`config.mk`:
```
export PLATFORM = sky130hd
export DESIGN_NAME = cam_sccb_config
export DESIGN_NICKNAME = d
export VERILOG_FILES = /design/src/rtl/cam_sccb_config.sv
export SDC_FILE = /design/constraint.sdc
export NUM_CORES = 1
export LEC_CHECK = 0
export CORE_ASPECT_RATIO = 0.8
export CORE_MARGIN = 4
export CORE_UTILIZATION = 25
export DETAILED_ROUTE_END_ITERATION = 12
export PLACE_DENSITY_LB_ADDON = 0.25
export SYNTH_ARGS = -nofsm -noshare
export SYNTH_HDL_FRONTEND = slang
export SYNTH_SLANG_ARGS = --single-unit
export TNS_END_PERCENT = 50
```
`constraint.sdc`:
```
create_clock -name clk -period 6.1 [get_ports clk]
set_input_delay 1.22 -clock clk [delete_from_list [all_inputs] [get_ports clk]]
set_output_delay 1.22 -clock clk [all_outputs]
set_load 0.02 [all_outputs]
```
`src/rtl/cam_sccb_config.sv`:
```
// Camera power-up sequencer: pulses cam_reset_n, then writes an external register table over SCCB.
// One write takes 117 quarter-bits plus a 2-cycle table fetch; start is ignored while busy.
module cam_sccb_config #(
  parameter int         CLK_DIV    = 4,
  parameter logic [7:0] DEV_ADDR   = 8'h42,
  parameter int         ADDR_W     = 8,
  parameter int         RST_HOLD   = 16,
  parameter int         PWRUP_WAIT = 64,
  parameter int         DELAY_UNIT = 32,
  parameter bit         CHECK_ACK  = 1'b0
) (
  input  logic              clk,
  input  logic              rst,
  input  logic              start,
  output logic [ADDR_W-1:0] rom_addr,
  input  logic [15:0]       rom_data,
  output logic              sioc,
  output logic              siod_o,
  output logic              siod_oe,
  input  logic              siod_i,
  output logic              cam_reset_n,
  output logic              cam_enable,
  output logic              busy,
  output logic              done,
  output logic              error
);

  typedef enum logic [3:0] {
    S_IDLE, S_HOLD, S_WAKE, S_FETCH, S_DLY, S_START, S_BITS, S_STOP, S_GAP, S_FIN
  } state_t;

  state_t      r_state;
  logic [31:0] r_cnt;
  logic [31:0] r_qcnt;
  logic [1:0]  r_q;
  logic        r_fph;
  logic [4:0]  r_bit;
  logic [3:0]  r_b9;
  logic [26:0] r_sh;

  logic        w_qstate;
  logic        w_qend;
  logic        w_last;
  logic        w_ent_end;
  logic        w_ent_dly;
  logic        w_adv;
  logic [31:0] w_dly;

  assign w_qstate  = (r_state == S_START) || (r_state == S_BITS) ||
                     (r_state == S_STOP)  || (r_state == S_GAP);
  assign w_qend    = (r_qcnt == 32'(CLK_DIV - 1));
  assign w_last    = (rom_addr == {ADDR_W{1'b1}});
  assign w_ent_end = (rom_data == 16'hFFFF);
  assign w_ent_dly = (rom_data[15:8] == 8'hFE);
  assign w_dly     = 32'(rom_data[7:0]) * 32'(DELAY_UNIT);

  // Every path that finishes a table entry funnels through here, so the overrun check lives in one place.
  assign w_adv = ((r_state == S_FETCH) && r_fph && w_ent_dly && (rom_data[7:0] == 8'd0)) ||
                 ((r_state == S_DLY) && (r_cnt == 32'd0)) ||
                 ((r_state == S_GAP) && w_qend && (r_q == 2'd3));

  always_ff @(posedge clk or negedge rst) begin
    if (!rst) begin
      r_state     <= S_IDLE;
      r_cnt       <= '0;
      r_qcnt      <= '0;
      r_q         <= '0;
      r_fph       <= 1'b0;
      r_bit       <= '0;
      r_b9        <= '0;
      r_sh        <= '0;
      rom_addr    <= '0;
      sioc        <= 1'b1;
      siod_o      <= 1'b1;
      siod_oe     <= 1'b0;
      cam_reset_n <= 1'b0;
      cam_enable  <= 1'b0;
      busy        <= 1'b0;
      done        <= 1'b0;
      error       <= 1'b0;
    end else begin
      if (w_qstate) begin
        r_qcnt <= w_qend ? 32'd0 : r_qcnt + 32'd1;
        if (w_qend) r_q <= r_q + 2'd1;
      end

      case (r_state)
        S_IDLE: begin
          if (start) begin
            done        <= 1'b0;
            error       <= 1'b0;
            busy        <= 1'b1;
            cam_enable  <= 1'b0;
            cam_reset_n <= 1'b0;
            rom_addr    <= '0;
            r_cnt       <= '0;
            r_state     <= S_HOLD;
          end
        end

        S_HOLD: begin
          if (r_cnt == 32'(RST_HOLD - 1)) begin
            r_cnt       <= '0;
            cam_reset_n <= 1'b1;
            r_state     <= S_WAKE;
          end else begin
            r_cnt <= r_cnt + 32'd1;
          end
        end

        S_WAKE: begin
          if (r_cnt == 32'(PWRUP_WAIT - 1)) begin
            r_cnt   <= '0;
            r_fph   <= 1'b0;
            r_state <= S_FETCH;
          end else begin
            r_cnt <= r_cnt + 32'd1;
          end
        end

        // First cycle presents the address, second consumes the registered table word.
        S_FETCH: begin
          if (!r_fph) begin
            r_fph <= 1'b1;
          end else begin
            r_fph <= 1'b0;
            if (w_ent_end) begin
              busy       <= 1'b0;
              done       <= 1'b1;
              cam_enable <= 1'b1;
              r_state    <= S_FIN;
            end else if (w_ent_dly) begin
              if (rom_data[7:0] != 8'd0) begin
                r_cnt   <= w_dly - 32'd1;
                r_state <= S_DLY;
              end
            end else begin
              r_sh    <= {DEV_ADDR, 1'b1, rom_data[15:8], 1'b1, rom_data[7:0], 1'b1};
              r_qcnt  <= '0;
              r_q     <= '0;
              sioc    <= 1'b1;
              siod_o  <= 1'b1;
              siod_oe <= 1'b1;
              r_state <= S_START;
            end
          end
        end

        S_DLY: begin
          if (r_cnt != 32'd0) r_cnt <= r_cnt - 32'd1;
        end

        S_START: begin
          if (w_qend) begin
            if (r_q == 2'd0) begin
              siod_o <= 1'b0;
            end else begin
              r_q     <= '0;
              r_bit   <= '0;
              r_b9    <= '0;
              sioc    <= 1'b0;
              siod_o  <= r_sh[26];
              siod_oe <= 1'b1;
              r_sh    <= r_sh << 1;
              r_state <= S_BITS;
            end
          end
        end

        S_BITS: begin
          if (w_qend) begin
            case (r_q)
              2'd1: sioc <= 1'b1;
              2'd2: begin
                if (CHECK_ACK && (r_b9 == 4'd8) && siod_i) error <= 1'b1;
              end
              2'd3: begin
                sioc <= 1'b0;
                if (r_bit == 5'd26) begin
                  siod_o  <= 1'b0;
                  siod_oe <= 1'b1;
                  r_state <= S_STOP;
                end else begin
                  r_bit   <= r_bit + 5'd1;
                  r_b9    <= (r_b9 == 4'd8) ? 4'd0 : r_b9 + 4'd1;
                  siod_o  <= r_sh[26];
                  // The slave owns SIOD during every 9th bit.
                  siod_oe <= (r_b9 != 4'd7);
                  r_sh    <= r_sh << 1;
                end
              end
              default: ;
            endcase
          end
        end

        S_STOP: begin
          if (w_qend) begin
            case (r_q)
              2'd0: sioc <= 1'b1;
              2'd1: siod_o <= 1'b1;
              default: begin
                r_q     <= '0;
                siod_oe <= 1'b0;
                r_state <= S_GAP;
              end
            endcase
          end
        end

        S_GAP: ;

        S_FIN: r_state <= S_IDLE;

        default: r_state <= S_IDLE;
      endcase

      if (w_adv) begin
        if (w_last) begin
          error      <= 1'b1;
          busy       <= 1'b0;
          done       <= 1'b1;
          cam_enable <= 1'b1;
          r_state    <= S_FIN;
        end else begin
          rom_addr <= ADDR_W'(rom_addr + 1'b1);
          r_fph    <= 1'b0;
          r_state  <= S_FETCH;
        end
      end
    end
  end

endmodule

```
After elaboration in Yosys (flattened, before gate mapping)
Index checks and enable logic that the tools add are counted.

operators by class
  $add $sub $neg = 8
  equal/unequal tests = 50
  muxes and demuxes = 124
  reductions and logical operators = 32

operators with widths
  cell                                                   count
  two-way mux 32 bit                                     14
  two-way mux 27 bit                                     8
  one-hot mux 32 bit (5 select lines)                    1
  two-way mux 4 bit                                      22
  one-hot mux 27 bit (3 select lines)                    1
  adder 32 x 1 -> 32 bit (second input constant)         2
  two-way mux 1 bit                                      47
  equality test 32 x 2 -> 1 bit (second input constant)  1
  equality test 32 x 4 -> 1 bit (second input constant)  1
  equality test 32 x 6 -> 1 bit (second input constant)  1
  zero test 32 bit                                       1
  two-way mux 8 bit                                      4
  one-hot mux 4 bit (8 select lines)                     1
  nonzero test 32 bit                                    1
  subtractor 32 x 1 -> 32 bit (second input constant)    1
  inequality test 3 bit (second input constant)          9
  two-way mux 5 bit                                      5
  inequality test 2 bit (second input constant)          12
  AND reduction 10 bit                                   2
  two-way mux 2 bit                                      9
  AND reduction 9 bit                                    2
  equality test 16 bit (second input constant)           1
  equality test 4 x 3 -> 1 bit (second input constant)   4
  equality test 8 bit (second input constant)            2
  36 further kinds                                       62

word-level totals
  register bits after elaboration = 123
  output and inout bits = 16
  word-level logic and storage cells = 231

Depth between registers and ports, before layout
  depth after elaboration = 9
  gate-level depth with buffers = 11

Least setup slack after synthesis
No wires, ideal clock.

  path type = input to register
  start point = input rom_data[4]
  end point = register r_state[1]
  arrival = 3180 ps
  setup slack = 2796 ps
  cell stages on the path = 7
  path buffers = 1
  cells stage by stage = or4_1 > or2_2 > clkbuf_1 > nor3_1 > a211oi_4 > mux2_2 > a211o_1

on the way
  longest elaborated chain between the ends = 6
  elaborated cells between the ends (all ways) = 24

RTL lines
  item                                                          RTL line  text
  start, declared                                               16        input logic [15:0] rom_data,
  branches (longest 6 deep; another with equality test 16 bit)  --
  end signal, assigned                                          64        r_state <= S_IDLE;
  end signal, assigned                                          97        r_state <= S_HOLD;
  end signal, assigned                                          105       r_state <= S_WAKE;
  end, declared                                                 32        state_t r_state;

Parallel ways; which one is timed is not known. The select of a mux whose other input is x is not followed.
A chain may end at the register's enable or synchronous reset.

Worst setup path after layout
  start point = input rom_data[4]
  end point = register rom_addr[5]

on the way
  longest elaborated chain between the ends = 5

RTL lines
  item                  RTL line  text
  zero test 8 bit       58        assign w_adv = ((r_state == S_FETCH) && r_fph && w_ent_dly && (rom_data[7:0] == 8'd0)) ||
  logical AND 1 bit     58
  logical OR 1 bit      58
  logical OR 1 bit      59        ((r_state == S_DLY) && (r_cnt == 32'd0)) ||
  two-way mux 8 bit     218       if (w_adv) begin
  end signal, assigned  226       rom_addr <= ADDR_W'(rom_addr + 1'b1);
  end, declared         15        output logic [ADDR_W-1:0] rom_addr,

Every way passes these cells.

==> results.md <==
- Rows: between 50 and 60
- Unrepaired setup endpoints after global routing: no
- Synth async-reset ratio: 100%
- Hold path cells: 1
- Top cell type's share of synthesized area: 38.6%
- Seq cells post-synth: 123
- Reg2reg start: r_cnt[0]$_DFFE_PN0P_
- Root Buffer: clkbuf_16
- Grt ovf: 0
- Htree depth: 4
- Worst IR drop on VDD: between 0.4 and 0.5 mV
- Setup WS post-layout: ~2100 ps
- Syn avg cell area: ~8.4 um2
- DR vias: 7093
- Syn_nets: about 970
- Post-CTS Resized: 0
- Final hold violations: 0
- IO Port Bufs: 34
- Via density: about 5.2
- Most common cell in the synthesized netlist: dfrtp_1
- Synth top cells by count: dfrtp_1 (121), o21ai_0 (89), nand2_1 (83)
- Detailed router's first-iteration violation count: 629
- Die W: ~200 um
- Total negative slack: 0 ps
- Die height: between 150 and 200 um
- Final Critical Period: 4020 ps
- Post-Syn Area: approximately 0.0078 mm2
- Max cap viols: 0
- Final worst path period share: 66.0%
- Vias in the first global route: ~6600
- Worst rel slew slack: a little under two fifths
- Worst skew pair latency: around 430 ps
- Inst Count DP: ~1300
- PD cells: 568 mW/mm2
- Final Wtd Congestion: about 0.80
- Crit path arrival time: around 4300 ps
- Initial antenna violation count: 0
- CP max FO: 10
- EDFF count, synth: 0
- Synth Flop Type: dfrtp_1
- Die area: approximately 0.034 mm2
- Maximum clock rate: approximately 0.25 GHz
- Slew @ Worst Pin: 944 ps
- Cell taking the most area after synthesis: dfrtp_1
- Num ports: 36
- Power Total: slightly above 5 mW
- DP HPWL: 14900 um
- Fin util: about 30%
- Reg clk slew, reported paths: 60 ps
- Placement Cell Area: around 0.0085 mm2
- Worst setup path start: rom_data[4]
- WP data required: approximately 6400 ps
- Setup-failing EPs final: 0
- Setup CP Type: primary input to flop
- Min-delay src: cam_enable$_DFF_PN0_
- Clk buf depth: 2
- Leak Pwr: roughly 3.6 nW
- GRT Total Usage: approximately an eighth
- Clk_skew: ~15 ps
- Wire length of the first global-routing pass: between 30000 and 40000 um
- WHS: between 400 and 500 ps
- Mapped Cells: 931
- Post-Layout Cell Count: 1357
- Drt pass-1 iters: 7
- Sequential area share after synthesis: between 30 and 40%
- Synth top area cells: dfrtp_1 (39%), o21ai_0 (5.7%), nand2_1 (4.0%)
- CTS Buf Count: 17
- Critical path launch point type: primary input
- Place WS: around 1700 ps
- Synth warn: 0
- Pin count of the biggest net entering global routing: 69
- Post-CTS Setup Inserts: 0
- Number of library cell types mapped by synthesis: 75
- Share of post-route cells with drive strength above 1: under 10%
- DRC violations left: 0
- Antenna viol nets, final: 0
- Status: complete, no violations
- Design Area, Final: a little over 0.009 mm2
- WL final: approximately 22000 um
- Nets: around 960
- Fin. max-slew vios: 0
- CTS tree: done
- Area Overhead vs Synth: 16.8%
- Post-CTS Hold Buffers: 0
- Initial Util: 25.6%
- R2R depth: 9
- CP Capture Type: flop
- WL per Instance: ~17 um
- # clock sinks: approximately 120
- Worst Hold Class: flop to flop
- Core Region: a little over 0.03 mm2
## report_power, final
| part | leakage, nW | switching, mW | total [mW] | internal, mW |
|---|---|---|---|---|
| sequential | 1.62 | 0.387 | 1.48 | 1.09 |
| combinational | 1.72 | 1.68 | 2.64 | 0.960 |
| clock | 0.295 | 0.429 | 1.08 | 0.650 |
## worst max-delay path: stages
cell and delay [ps]:
clkdlybuf4s50_1 530, or4_1 620, nor4_1 660, nand3_1 150, o211ai_1 460, nand2_1 330
o211ai_1 260, o31ai_1 90
## layout make-up
cell class / count / area [um2]
Fill cell: 3242 / 21400
Sequential cell: 123 / 3080
Inverter: 31 / 116
Antenna cell: 1 / 2.50
Timing Repair Buffer: 45 / 424
Tap cell: 413 / 517
Multi-Input combinational cell: 712 / 4400
Clock inverter: 15 / 189
Clock buffer: 17 / 425
## sequential cells by signal, summed over array words and instances, names as in the netlist
signal	count
busy	1
cam_enable	1
cam_reset_n	1
done	1
error	1
r_b9	4
r_bit	5
r_cnt	32
r_fph	1
r_q	2
r_qcnt	32
r_sh	27
r_state	4
rom_addr	8
sioc	1
siod_o	1
siod_oe	1
## path summary, 6_finish.rpt
path                                          to  slack (ps)
setup / recovery           rom_addr[5]$_DFF_PN0_        2080
hold reg to reg             cam_enable$_DFF_PN0_         480
max in group asynchronous   r_qcnt[22]$_DFF_PN0_        4080
hold / removal              cam_enable$_DFF_PN0_         480
min in group asynchronous   r_qcnt[28]$_DFF_PN0_         800
setup reg to reg           rom_addr[5]$_DFF_PN0_        2670
## cells by family after synthesis
logic type	Yosys count	synth area share [%]
AOI/OAI and AO/OA	229	18.8
xor gates and xnor gates	55	6.15
adders and majority gates	14	2.24
buffers and inverters	96	4.81
DFF	123	39.3
muxes	21	2.71
and+or+nand+nor	393	26.0
## placed cells by master (no fill, tap or decap), types with 9 or more instances in the layout
master             n
nor3_1            49
nand3_1           44
a22o_1            10
xor2_1            25
clkbuf_16         17
ha_1              14
buf_4             11
nand2_1           83
o21ai_0           88
a21oi_1           33
nor4_1            27
a31oi_1           12
clkdlybuf4s50_1   33
or3_1              9
xnor2_1           30
inv_1             30
mux2i_1           19
nand4_1           21
or4_1              9
nor2_1            81
o22ai_1            9
and3_1            20
nand2b_1          10
dfrtp_1          121
## per-layer routing
metal	vias to the layer above	global-route usage (%)	part of all wire, %
li1	3406	-	-
met2	194	17.4	39
met5	-	0	0
met1	3478	21.5	55
met3	15	2.81	5.2
met4	0	3.09	0.77
Power figures use the tool's default switching activity.
